**src/rtl/key_event_conditioner_if.sv**
```systemverilog
// Key interface: raw buttons and repeat enables in, conditioned levels and event strobes out.
interface key_event_conditioner_if #(
    parameter int unsigned NUM_KEYS = 4
);
    logic [NUM_KEYS-1:0] key_n;
    logic [NUM_KEYS-1:0] repeat_en;
    logic [NUM_KEYS-1:0] key_level;
    logic [NUM_KEYS-1:0] key_press;
    logic [NUM_KEYS-1:0] key_release;
    logic [NUM_KEYS-1:0] key_repeat;
    logic [NUM_KEYS-1:0] key_event;

    modport master (
        output key_n, repeat_en,
        input  key_level, key_press, key_release, key_repeat, key_event
    );

    modport slave (
        input  key_n, repeat_en,
        output key_level, key_press, key_release, key_repeat, key_event
    );
endinterface

```
**src/rtl/key_event_conditioner.sv**
```systemverilog
// Per-key synchronizer, debounce FSM and hold-to-repeat generator producing one-cycle
// press/release/repeat strobes from active-low push-buttons.
module key_event_conditioner #(
    parameter int unsigned NUM_KEYS        = 4,
    parameter int unsigned DEBOUNCE_CYCLES = 500000,
    parameter int unsigned REPEAT_DELAY    = 25000000,
    parameter int unsigned REPEAT_RATE     = 5000000,
    parameter int unsigned CNT_W           = 25
) (
    input logic                    clk,
    input logic                    reset,
    key_event_conditioner_if.slave kif
);
    typedef enum logic [2:0] {
        IDLE,
        PRESS_WAIT,
        HELD,
        REPEAT,
        RELEASE_WAIT
    } state_e;

    localparam logic [CNT_W-1:0] DB_LAST    = CNT_W'(DEBOUNCE_CYCLES - 1);
    localparam logic [CNT_W-1:0] DELAY_LAST = CNT_W'(REPEAT_DELAY - 1);
    localparam logic [CNT_W-1:0] RATE_LAST  = CNT_W'(REPEAT_RATE - 1);
    localparam logic [CNT_W-1:0] TIMER_ONE  = CNT_W'(1);

    logic [NUM_KEYS-1:0] sync1_q, sync1_d;
    logic [NUM_KEYS-1:0] sync2_q, sync2_d;
    logic [NUM_KEYS-1:0] level_q, level_d;
    logic [NUM_KEYS-1:0] press_q, press_d;
    logic [NUM_KEYS-1:0] release_q, release_d;
    logic [NUM_KEYS-1:0] repeat_q, repeat_d;
    logic [NUM_KEYS-1:0] event_q, event_d;
    state_e              state_q [NUM_KEYS];
    state_e              state_d [NUM_KEYS];
    logic [CNT_W-1:0]    timer_q [NUM_KEYS];
    logic [CNT_W-1:0]    timer_d [NUM_KEYS];
    logic                p;

    always_comb begin
        sync1_d   = kif.key_n;
        sync2_d   = sync1_q;
        press_d   = '0;
        release_d = '0;
        repeat_d  = '0;
        level_d   = '0;
        p         = 1'b0;
        state_d   = state_q;
        timer_d   = timer_q;
        for (int unsigned k = 0; k < NUM_KEYS; k++) begin
            p = ~sync2_q[k];
            unique case (state_q[k])
                IDLE: begin
                    if (p) begin
                        state_d[k] = PRESS_WAIT;
                        timer_d[k] = TIMER_ONE;
                    end
                end
                PRESS_WAIT: begin
                    if (!p) begin
                        state_d[k] = IDLE;
                        timer_d[k] = '0;
                    end else if (timer_q[k] == DB_LAST) begin
                        state_d[k] = HELD;
                        timer_d[k] = '0;
                        press_d[k] = 1'b1;
                    end else begin
                        timer_d[k] = timer_q[k] + TIMER_ONE;
                    end
                end
                HELD: begin
                    // Timer parks at the delay limit while repeat is disabled, so
                    // enabling repeat later fires on the very next held cycle.
                    if (!p) begin
                        state_d[k] = RELEASE_WAIT;
                        timer_d[k] = TIMER_ONE;
                    end else if (timer_q[k] == DELAY_LAST) begin
                        if (kif.repeat_en[k]) begin
                            state_d[k]  = REPEAT;
                            timer_d[k]  = '0;
                            repeat_d[k] = 1'b1;
                        end
                    end else begin
                        timer_d[k] = timer_q[k] + TIMER_ONE;
                    end
                end
                REPEAT: begin
                    if (!p) begin
                        state_d[k] = RELEASE_WAIT;
                        timer_d[k] = TIMER_ONE;
                    end else if (timer_q[k] == RATE_LAST) begin
                        timer_d[k]  = '0;
                        repeat_d[k] = kif.repeat_en[k];
                    end else begin
                        timer_d[k] = timer_q[k] + TIMER_ONE;
                    end
                end
                RELEASE_WAIT: begin
                    if (p) begin
                        state_d[k] = HELD;
                        timer_d[k] = '0;
                    end else if (timer_q[k] == DB_LAST) begin
                        state_d[k]   = IDLE;
                        timer_d[k]   = '0;
                        release_d[k] = 1'b1;
                    end else begin
                        timer_d[k] = timer_q[k] + TIMER_ONE;
                    end
                end
                default: begin
                    state_d[k] = IDLE;
                    timer_d[k] = '0;
                end
            endcase
            level_d[k] = (state_d[k] == HELD) || (state_d[k] == REPEAT) ||
                         (state_d[k] == RELEASE_WAIT);
        end
        event_d = press_d | repeat_d;
    end

    always_ff @(posedge clk) begin
        if (reset) begin
            sync1_q   <= '1;
            sync2_q   <= '1;
            level_q   <= '0;
            press_q   <= '0;
            release_q <= '0;
            repeat_q  <= '0;
            event_q   <= '0;
            for (int unsigned k = 0; k < NUM_KEYS; k++) begin
                state_q[k] <= IDLE;
                timer_q[k] <= '0;
            end
        end else begin
            sync1_q   <= sync1_d;
            sync2_q   <= sync2_d;
            level_q   <= level_d;
            press_q   <= press_d;
            release_q <= release_d;
            repeat_q  <= repeat_d;
            event_q   <= event_d;
            state_q   <= state_d;
            timer_q   <= timer_d;
        end
    end

    assign kif.key_level   = level_q;
    assign kif.key_press   = press_q;
    assign kif.key_release = release_q;
    assign kif.key_repeat  = repeat_q;
    assign kif.key_event   = event_q;
endmodule

```
**src/flat_wrapper.sv**
```systemverilog
// flat-port wrapper written by rule: the top's interface ports become plain ports
module key_event_conditioner_flat 
#(
    parameter int unsigned NUM_KEYS        = 4,
    parameter int unsigned DEBOUNCE_CYCLES = 500000,
    parameter int unsigned REPEAT_DELAY    = 25000000,
    parameter int unsigned REPEAT_RATE     = 5000000,
    parameter int unsigned CNT_W           = 25
)
  (clk, reset, kif_key_n, kif_repeat_en, kif_key_level, kif_key_press, kif_key_release, kif_key_repeat, kif_key_event);
  key_event_conditioner_if #(.NUM_KEYS(NUM_KEYS)) kif_i ();
  input logic clk;
  input logic reset;
  input wire logic [$bits(kif_i.key_n)-1:0] kif_key_n;
  input wire logic [$bits(kif_i.repeat_en)-1:0] kif_repeat_en;
  output wire logic [$bits(kif_i.key_level)-1:0] kif_key_level;
  output wire logic [$bits(kif_i.key_press)-1:0] kif_key_press;
  output wire logic [$bits(kif_i.key_release)-1:0] kif_key_release;
  output wire logic [$bits(kif_i.key_repeat)-1:0] kif_key_repeat;
  output wire logic [$bits(kif_i.key_event)-1:0] kif_key_event;
  assign kif_i.key_n = kif_key_n;
  assign kif_i.repeat_en = kif_repeat_en;
  assign kif_key_level = kif_i.key_level;
  assign kif_key_press = kif_i.key_press;
  assign kif_key_release = kif_i.key_release;
  assign kif_key_repeat = kif_i.key_repeat;
  assign kif_key_event = kif_i.key_event;
  key_event_conditioner #(.NUM_KEYS(NUM_KEYS), .DEBOUNCE_CYCLES(DEBOUNCE_CYCLES), .REPEAT_DELAY(REPEAT_DELAY), .REPEAT_RATE(REPEAT_RATE), .CNT_W(CNT_W)) u_core (.clk(clk), .reset(reset), .kif(kif_i));
endmodule
```
**config.mk**
```make
export PLATFORM = sky130hd
export DESIGN_NAME = key_event_conditioner_flat
export DESIGN_NICKNAME = d
export VERILOG_FILES = /design/src/rtl/key_event_conditioner_if.sv /design/src/rtl/key_event_conditioner.sv /design/src/flat_wrapper.sv
export SDC_FILE = /design/constraint.sdc
export NUM_CORES = 1
export LEC_CHECK = 0
export ABC_AREA = 1
export CAP_MARGIN = 20
export CORE_ASPECT_RATIO = 0.5
export CORE_MARGIN = 2
export CORE_UTILIZATION = 50
export DETAILED_ROUTE_END_ITERATION = 10
export GPL_TIMING_DRIVEN = 0
export PLACE_DENSITY = 0.73
export SLEW_MARGIN = 20
export SYNTH_ARGS = -nofsm -noshare
export SYNTH_HDL_FRONTEND = slang
export SYNTH_SLANG_ARGS = --single-unit
```
**constraint.sdc**
```tcl
create_clock -name clk -period 2.27 [get_ports clk]
set_input_delay 0.227 -clock clk [delete_from_list [all_inputs] [get_ports clk]]
set_output_delay 0.227 -clock clk [all_outputs]
set_load 0.01 [all_outputs]
```
After elaboration in Yosys (flattened, before gate mapping)
Index checks and enable logic that the tools add are counted.

operators by class
  reduce and logical (&&, ||, !) cells = 20
  equality and inequality tests = 48
  multiplexer cells = 116
  add/subtract/negate cells = 4
  bitwise operators = 9

operator list
  operator                 count
  $mux W25                 36
  $pmux W25 S5             4
  $mux W3                  36
  $add A25 B1 Y25 const B  4
  $eq A25 B19 Y1 const B   4
  $eq A25 B23 Y1 const B   4
  $eq A25 B25 Y1 const B   4
  $pmux W3 S5              4
  $eq A3 B2 Y1 const B     16
  $mux W1                  32
  $eq A3 B3 Y1 const B     8
  $ne A4 B3 Y1 const B     4
  $eq A3 B1 Y1 const B     4
  $logic_not A3 Y1         4
  $reduce_or A3 Y1         4
  $logic_or A1 B1 Y1       8
  $ne A2 B2 Y1 const B     4
  $not A1 Y1               8
  $pmux W1 S2              4
  $reduce_and A2 Y1        4
  $or A4 B4 Y4             1

storage, ports and cells
  flip-flop bits (word level) = 140
  input bits = 10
  word-level logic and storage cells = 215
  output and inout port bits = 20

Logic depth before layout (Yosys ltp)
Gate-level depths: netlist (run 1).

  depth in word-level cells = 7
  depth in mapped cells = 14
  gate-level depth less buffers = 14

Least setup slack after synthesis (run 1)
Ideal clock, no wire load.

  path type = flip-flop to flip-flop
  start = reg u_core.timer_q[75] in the netlist's numbering
  end = reg u_core.timer_q[83] in the netlist's numbering
  required time = 2.148 ns
  path slack = 0.473 ns
  clock period less this slack = 1.797 ns
  path buffers = 1
  cell stages (with the launch flop) = 14
  arrival = 1.675 ns
  library setup time = 0.122 ns
  cells stage by stage = dfxtp_1 -> ha_1 -> nand2_4 -> nor2_8 -> nand3_4 -> clkinv_2 -> nand3_1 -> nand2_1 -> nand3_2 -> nand2_4 -> nand2_8 -> nand2_4 -> buf_12 -> nor2_4

between the ends
  cells in the longest elaborated chain, start to end = 4
  elaborated cells on any way between the ends = 14
  classes of those cells = add/sub (1); eq/ne (4); mux (8); reduce/logical (1)

ends and longest elaborated chain
  what                                              line                          source
  start, declared                                   key_event_conditioner.sv:36   logic [CNT_W-1:0] timer_q [NUM_KEYS];
  start signal, assigned                            key_event_conditioner.sv:143  timer_q <= timer_d;
  $add A25 B1 Y25, or another cell as far along     -
  $mux W25, on equally long branches (2 in series)  -
  $pmux W25 S5                                      key_event_conditioner.sv:52   unique case (state_q[k])

Several ways; a longest one is shown, not always the timed one.
A chain may end at the register's enable or synchronous reset.

Final worst setup path (run 1)
  start = reg u_core.timer_q[1] in the netlist's numbering
  end = reg u_core.timer_q[8] in the netlist's numbering

Same word-level chain as after synthesis.

==> results of run 1 <==
[worst max-delay path, delay by kind of cell, from the launching register on]
kind	cells	cell delay [ns]
adder cells (fa/ha/maj)	1	0.26
buffers and inverters	2	0.32
AO/OA/AOI/OAI	2	0.28
flip-flops	1	0.39
AND/OR/NAND/NOR	6	0.74
[what timing repair did]
item / in CTS / in global routing
hold buffers: 0 / 0
gates resized for setup: 0 / 13
setup endpoints to repair: 0 / 46
[flip-flops by register name, indices dropped and copies added (netlist names)]
register,flops
u_core.sync2_q,4
u_core.timer_q,100
u_core.kif.key_event,4
u_core.state_q,12
u_core.kif.key_release,4
u_core.kif.key_press,4
u_core.kif.key_repeat,4
u_core.kif.key_level,4
u_core.sync1_q,4
[cells by family (layout without fill, tap and decap cells)]
| group | after synthesis | in the layout | share of synthesized area (%) |
|---|---|---|---|
| simple gates | 960 | 960 | 49.0 |
| buf+inv | 258 | 318 | 11.4 |
| flops | 140 | 140 | 30.4 |
| compound gates | 117 | 117 | 7.14 |
| xor+xnor | 16 | 16 | 1.52 |
| fa+ha+maj | 4 | 4 | 0.542 |
[layout by cell type (no fill, tap or decap), types with 29 or more instances in the layout]
master / instances
inv_2: 29
nand3_1: 128
inv_1: 198
nor3_1: 63
nand2_1: 353
nand4_1: 59
nor2_1: 241
o21ai_0: 49
dfxtp_1: 138
a21oi_1: 38
[per-layer routing]
metal	GRT usage, %	vias up	routed length, um
met2	47.1	371	12300
met3	4.54	60	1860
met5	0	-	0
li1	-	4912	-
met4	9.85	0	590
met1	35.5	4457	12100
[path summary, 6_finish.rpt]
path,start,to,slack [ns]
setup / recovery,u_core.timer_q[1],u_core.timer_q[8],0.14
hold / removal,reset,u_core.state_q[2],0.29
setup reg to reg,u_core.timer_q[1],u_core.timer_q[8],0.14
hold reg to reg,u_core.sync1_q[0],u_core.sync2_q[0],0.41
[where the power goes]
group | total [mW] | internal (mW) | switching (mW)
registers | 2.48 | 2.47 | 0.0112
logic | 0.275 | 0.0788 | 0.196
clock network | 2.86 | 1.64 | 1.21
total | 5.61 | 4.19 | 1.42
[final cells by class]
cell class,count,area [um^2],share of cell area [%]
Buffer,27,176,1.69
Clock buffer,18,429,4.11
Clock inverter,14,161,1.54
Inverter,231,876,8.38
Multi-Input combinational cell,1097,5420,51.9
Sequential cell,140,2810,26.8
Tap cell,240,300,2.87
Timing Repair Buffer,28,280,2.68
==> results_dict.tcl, run 1 <==
set metrics [dict create \
    h-tree-depth 4 \
    relSlewSlack_pct 43.9 \
    dp.cells 1763 \
    fmax_mhz 470 \
    dieWidth_um 196 \
    critPathKind "reg2reg" \
    die_area_um2 19600 \
    syn-num-nets 1509 \
    ant_nets 0 \
    grt_remaining_overflow 0 \
    yosysUniqueCellTypes 52 \
    grt_pass1_wl_um 43600 \
    clock_latency_ns 0.43 \
    crit_path_max_fanout 10 \
    numCtsBuffers 17 \
    place_congestion 1.02 \
    drive_above_1_share_pct 12.0 \
    final.period_utilization_pct 93.8 \
    yosys.cell_count.top_type "nand2_1" \
    synth_edf_count 0 \
    cts_tree "built" \
    dpl.hpwl_um 20500 \
    path_cells "ha_2 > nand3_2 > inv_2 > nand2_1 > nor3_1 > nand2_1 > o21ai_2 > nand3_4 > buf_6 > a21oi_1 > nor3_1" \
    required_ns 2.55 \
    synth_area_um2 9230 \
    pre_cts_ws_ns -0.176 \
    finalNetCount 1556 \
    ys_seq_elements 140 \
    cts_sinks 140 \
    setup_violations 0 \
    grt_max_degree 17 \
    holdPathStages 2 \
    dr.pass1.iters 5 \
    hold_class "in2reg" \
    synth_top_area_cell "dfxtp_1" \
    areaGrowthSynthToFinish_pct 13.2 \
    grt_pass1_vias 9054 \
    worst_pin_slew_ns 0.841 \
    fin_crit_ns 2.13 \
    diodes 0 \
    netlist_instances 1495 \
    viasPerCell 5.46 \
    max-cap-violations 0 \
    fillers 1818 \
    synthFlopType "dfxtp_1" \
    ff2ff_path_depth 11 \
    ios 30 \
    clockBufferDepth 2 \
    finish.utilization_pct 57.2 \
    synthTopCellsByCount "355 x nand2_1, 242 x nor2_1, 198 x inv_1" \
    power.leakage_nw 4.12 \
    arrival_ns 2.41 \
    worstSetupStartpointType "flip-flop" \
    syn_avg_cell_area_um2 6.18 \
    row_count 35 \
    gr-usage-all-layers_pct 27.5 \
    stdcell_count 1795 \
    place_area_um2 9810 \
    total_power_mw 5.61 \
    worst_slack_ns 0.141 \
    core_area_um2 18300 \
    cts_setup_buffers 0 \
    avgRoutedWirePerCell_um 14.9 \
    via_count 9800 \
    clkSlewWorstSetupHoldPaths_ns 0.07 \
    p_per_area_nw_per_um2 537 \
    ys_seq_area_share_pct 30.4 \
    start_util_pct 50.6 \
    synth_area_leaders "dfxtp_1 30%, nand2_1 14%, nor2_1 9.8%, inv_1 8.0%, nand3_1 7.0%" \
    cts_root_buffer "clkbuf_16" \
    fin_skew_ns 0.0108 \
    antenna_found_initial 0 \
    finalMaxSlewViolations 0 \
    drtIter0Drc 750 \
    endpoint_kind "flip-flop" \
    status "finished clean" \
    synth_top_area_share_pct 30.4 \
    fin_setup_tns_ns 0 \
    hold_violations 0 \
    slowest_delay_ns 0.39 \
    ir_drop_uv 485 \
    remaining_drc_errors 0 \
    wl_um 26800 \
    whs_ns 0.287 \
    die_h_um 100 \
    fin_area_um2 10500 \
    ys_warn_count 0 \
    critPathSlowestCell "dfxtp_1" \
    portBuffers 28 \
    async_flop_share_pct 0 \
]
No activity file was read; power rests on OpenSTA's default activity.
==> run 2, diff against run 1 <==
SETUP_SLACK_MARGIN = 0.02   (was not set)
==> results_dict.tcl, run 2 (synthesis gave the netlist of run 1 again) <==
set metrics [dict create \
    status "finished clean" \
    core_area_um2 18300 \
    largest_reg_flops 100 \
    p_per_area_nw_per_um2 536 \
    arrival_ns 2.40 \
    ant_nets 0 \
    critPathKind "reg2reg" \
    cts_root_buffer "clkbuf_16" \
    grt_pass1_vias 9054 \
    final_common_cell "nand2_1" \
    layout_common_cells "353 x nand2_1, 241 x nor2_1, 198 x inv_1" \
    path_cells "ha_2 > nand3_2 > inv_2 > nand2_1 > nor3_1 > nand2_1 > o21ai_2 > nand3_4 > buf_6 > a21oi_1 > nor3_1" \
    fin_setup_tns_ns 0 \
    clkSlewWorstSetupHoldPaths_ns 0.07 \
    finish.utilization_pct 57.3 \
    dpl.hpwl_um 20500 \
    fillers 1819 \
    power.leakage_nw 4.12 \
    clkPwrFrac_pct 50.8 \
    whs_ns 0.291 \
    avgRoutedWirePerCell_um 14.9 \
    grt_remaining_overflow 0 \
    critPathSlowestCell "dfxtp_1" \
    remaining_drc_errors 0 \
    max-cap-violations 0 \
    die_area_um2 19600 \
    worstSetupStartpointType "flip-flop" \
    grt_pass1_wl_um 43600 \
    hold_class "in2reg" \
    worst_pin_slew_ns 0.842 \
    fin_crit_ns 2.13 \
    h-tree-depth 4 \
    via_count 9801 \
    fmax_mhz 470 \
    use_met2_pct 47.1 \
    crit_path_max_fanout 10 \
    clockBufferDepth 2 \
    busiest_layer "met2" \
    hold_violations 0 \
    regMostFlops "u_core.timer_q" \
    use_met1_pct 35.5 \
    fin_skew_ns 0.0104 \
    critical-path-top-delay-family "simple AND/OR/NAND/NOR gates" \
    stdcell_count 1795 \
    comb_power_share_pct 4.9 \
    portBuffers 28 \
    antenna_found_initial 0 \
    drive_above_1_share_pct 12.0 \
    clock_latency_ns 0.43 \
    largestRegisters "u_core.timer_q (100), u_core.state_q (12)" \
    dp.cells 1763 \
    dr.pass1.iters 8 \
    power.internal_mw 4.19 \
    cts_setup_buffers 0 \
    cts_tree "built" \
    pre_cts_ws_ns -0.176 \
    use_met3_pct 4.54 \
    cts_hold_buf 0 \
    endpoint_kind "flip-flop" \
    row_count 35 \
    grt_max_degree 17 \
    wl_um 26800 \
    numCtsBuffers 17 \
    switching_power_mw 1.41 \
    place_congestion 1.02 \
    cts_sinks 140 \
    pwr-share-seq_pct 44.3 \
    worst_slack_ns 0.141 \
    crit_buf_inv 2 \
    relSlewSlack_pct 43.9 \
    dieWidth_um 196 \
    ios 30 \
    drtIter0Drc 751 \
    areaGrowthSynthToFinish_pct 13.3 \
    slowest_delay_ns 0.39 \
    fin_area_um2 10500 \
    gr-usage-all-layers_pct 27.5 \
    finalNetCount 1556 \
    viasPerCell 5.46 \
    ir_drop_uv 478 \
    start_util_pct 50.6 \
    switching_share_pct 25.2 \
    place_area_um2 9810 \
    required_ns 2.55 \
    setup_violations 0 \
    final.period_utilization_pct 93.8 \
    die_h_um 100 \
    finalMaxSlewViolations 0 \
    diodes 0 \
    total_power_mw 5.61 \
]
==> run 2: power by group through the flow <==
stage	sequential (mW)	combinational (mW)	clock, mW
global placement	2.54	0.268	0
global route	2.48	0.298	3.02
CTS	2.48	0.273	2.90
detailed placement	2.54	0.272	0
finish	2.48	0.276	2.85
floorplan	2.53	0.179	0
==> run 2: worst register-to-register path, delay by kind of cell, from the launching register on <==
| kind | cells | cell delay (ns) |
|---|---|---|
| simple gates | 6 | 0.74 |
| flops | 1 | 0.39 |
| buf+inv | 2 | 0.32 |
| compound gates | 2 | 0.28 |
| fa+ha+maj | 1 | 0.26 |
==> run 2: final cells by class <==
| type | instances | area (um^2) | area share [%] |
|---|---|---|---|
| Buffer | 27 | 180 | 1.72 |
| Clock buffer | 18 | 429 | 4.10 |
| Clock inverter | 14 | 161 | 1.54 |
| Inverter | 231 | 876 | 8.37 |
| Multi-Input combinational cell | 1097 | 5430 | 51.9 |
| Sequential cell | 140 | 2810 | 26.8 |
| Tap cell | 240 | 300 | 2.87 |
| Timing Repair Buffer | 28 | 280 | 2.68 |
==> run 2: timing repair <==
item                                   4_1_cts  5_1_grt
endpoints found under the hold margin        0        0
gates resized for setup                      0       15
setup endpoints to repair                    0       51
==> run 2: worst paths after layout <==
path / startpoint / endpoint / cells past startpoint / slack [ns]
min: reset / u_core.state_q[2] / 2 / 0.29
min reg2reg: u_core.sync1_q[1] / u_core.sync2_q[1] / 1 / 0.41
max: u_core.timer_q[1] / u_core.timer_q[8] / 11 / 0.14
max reg2reg: u_core.timer_q[1] / u_core.timer_q[8] / 11 / 0.14
==> run 2: per-layer routing <==
metal,routed length (um),vias to the layer above
met2,12300,370
met5,0,-
met3,1820,57
met4,550,0
li1,-,4912
met1,12100,4462
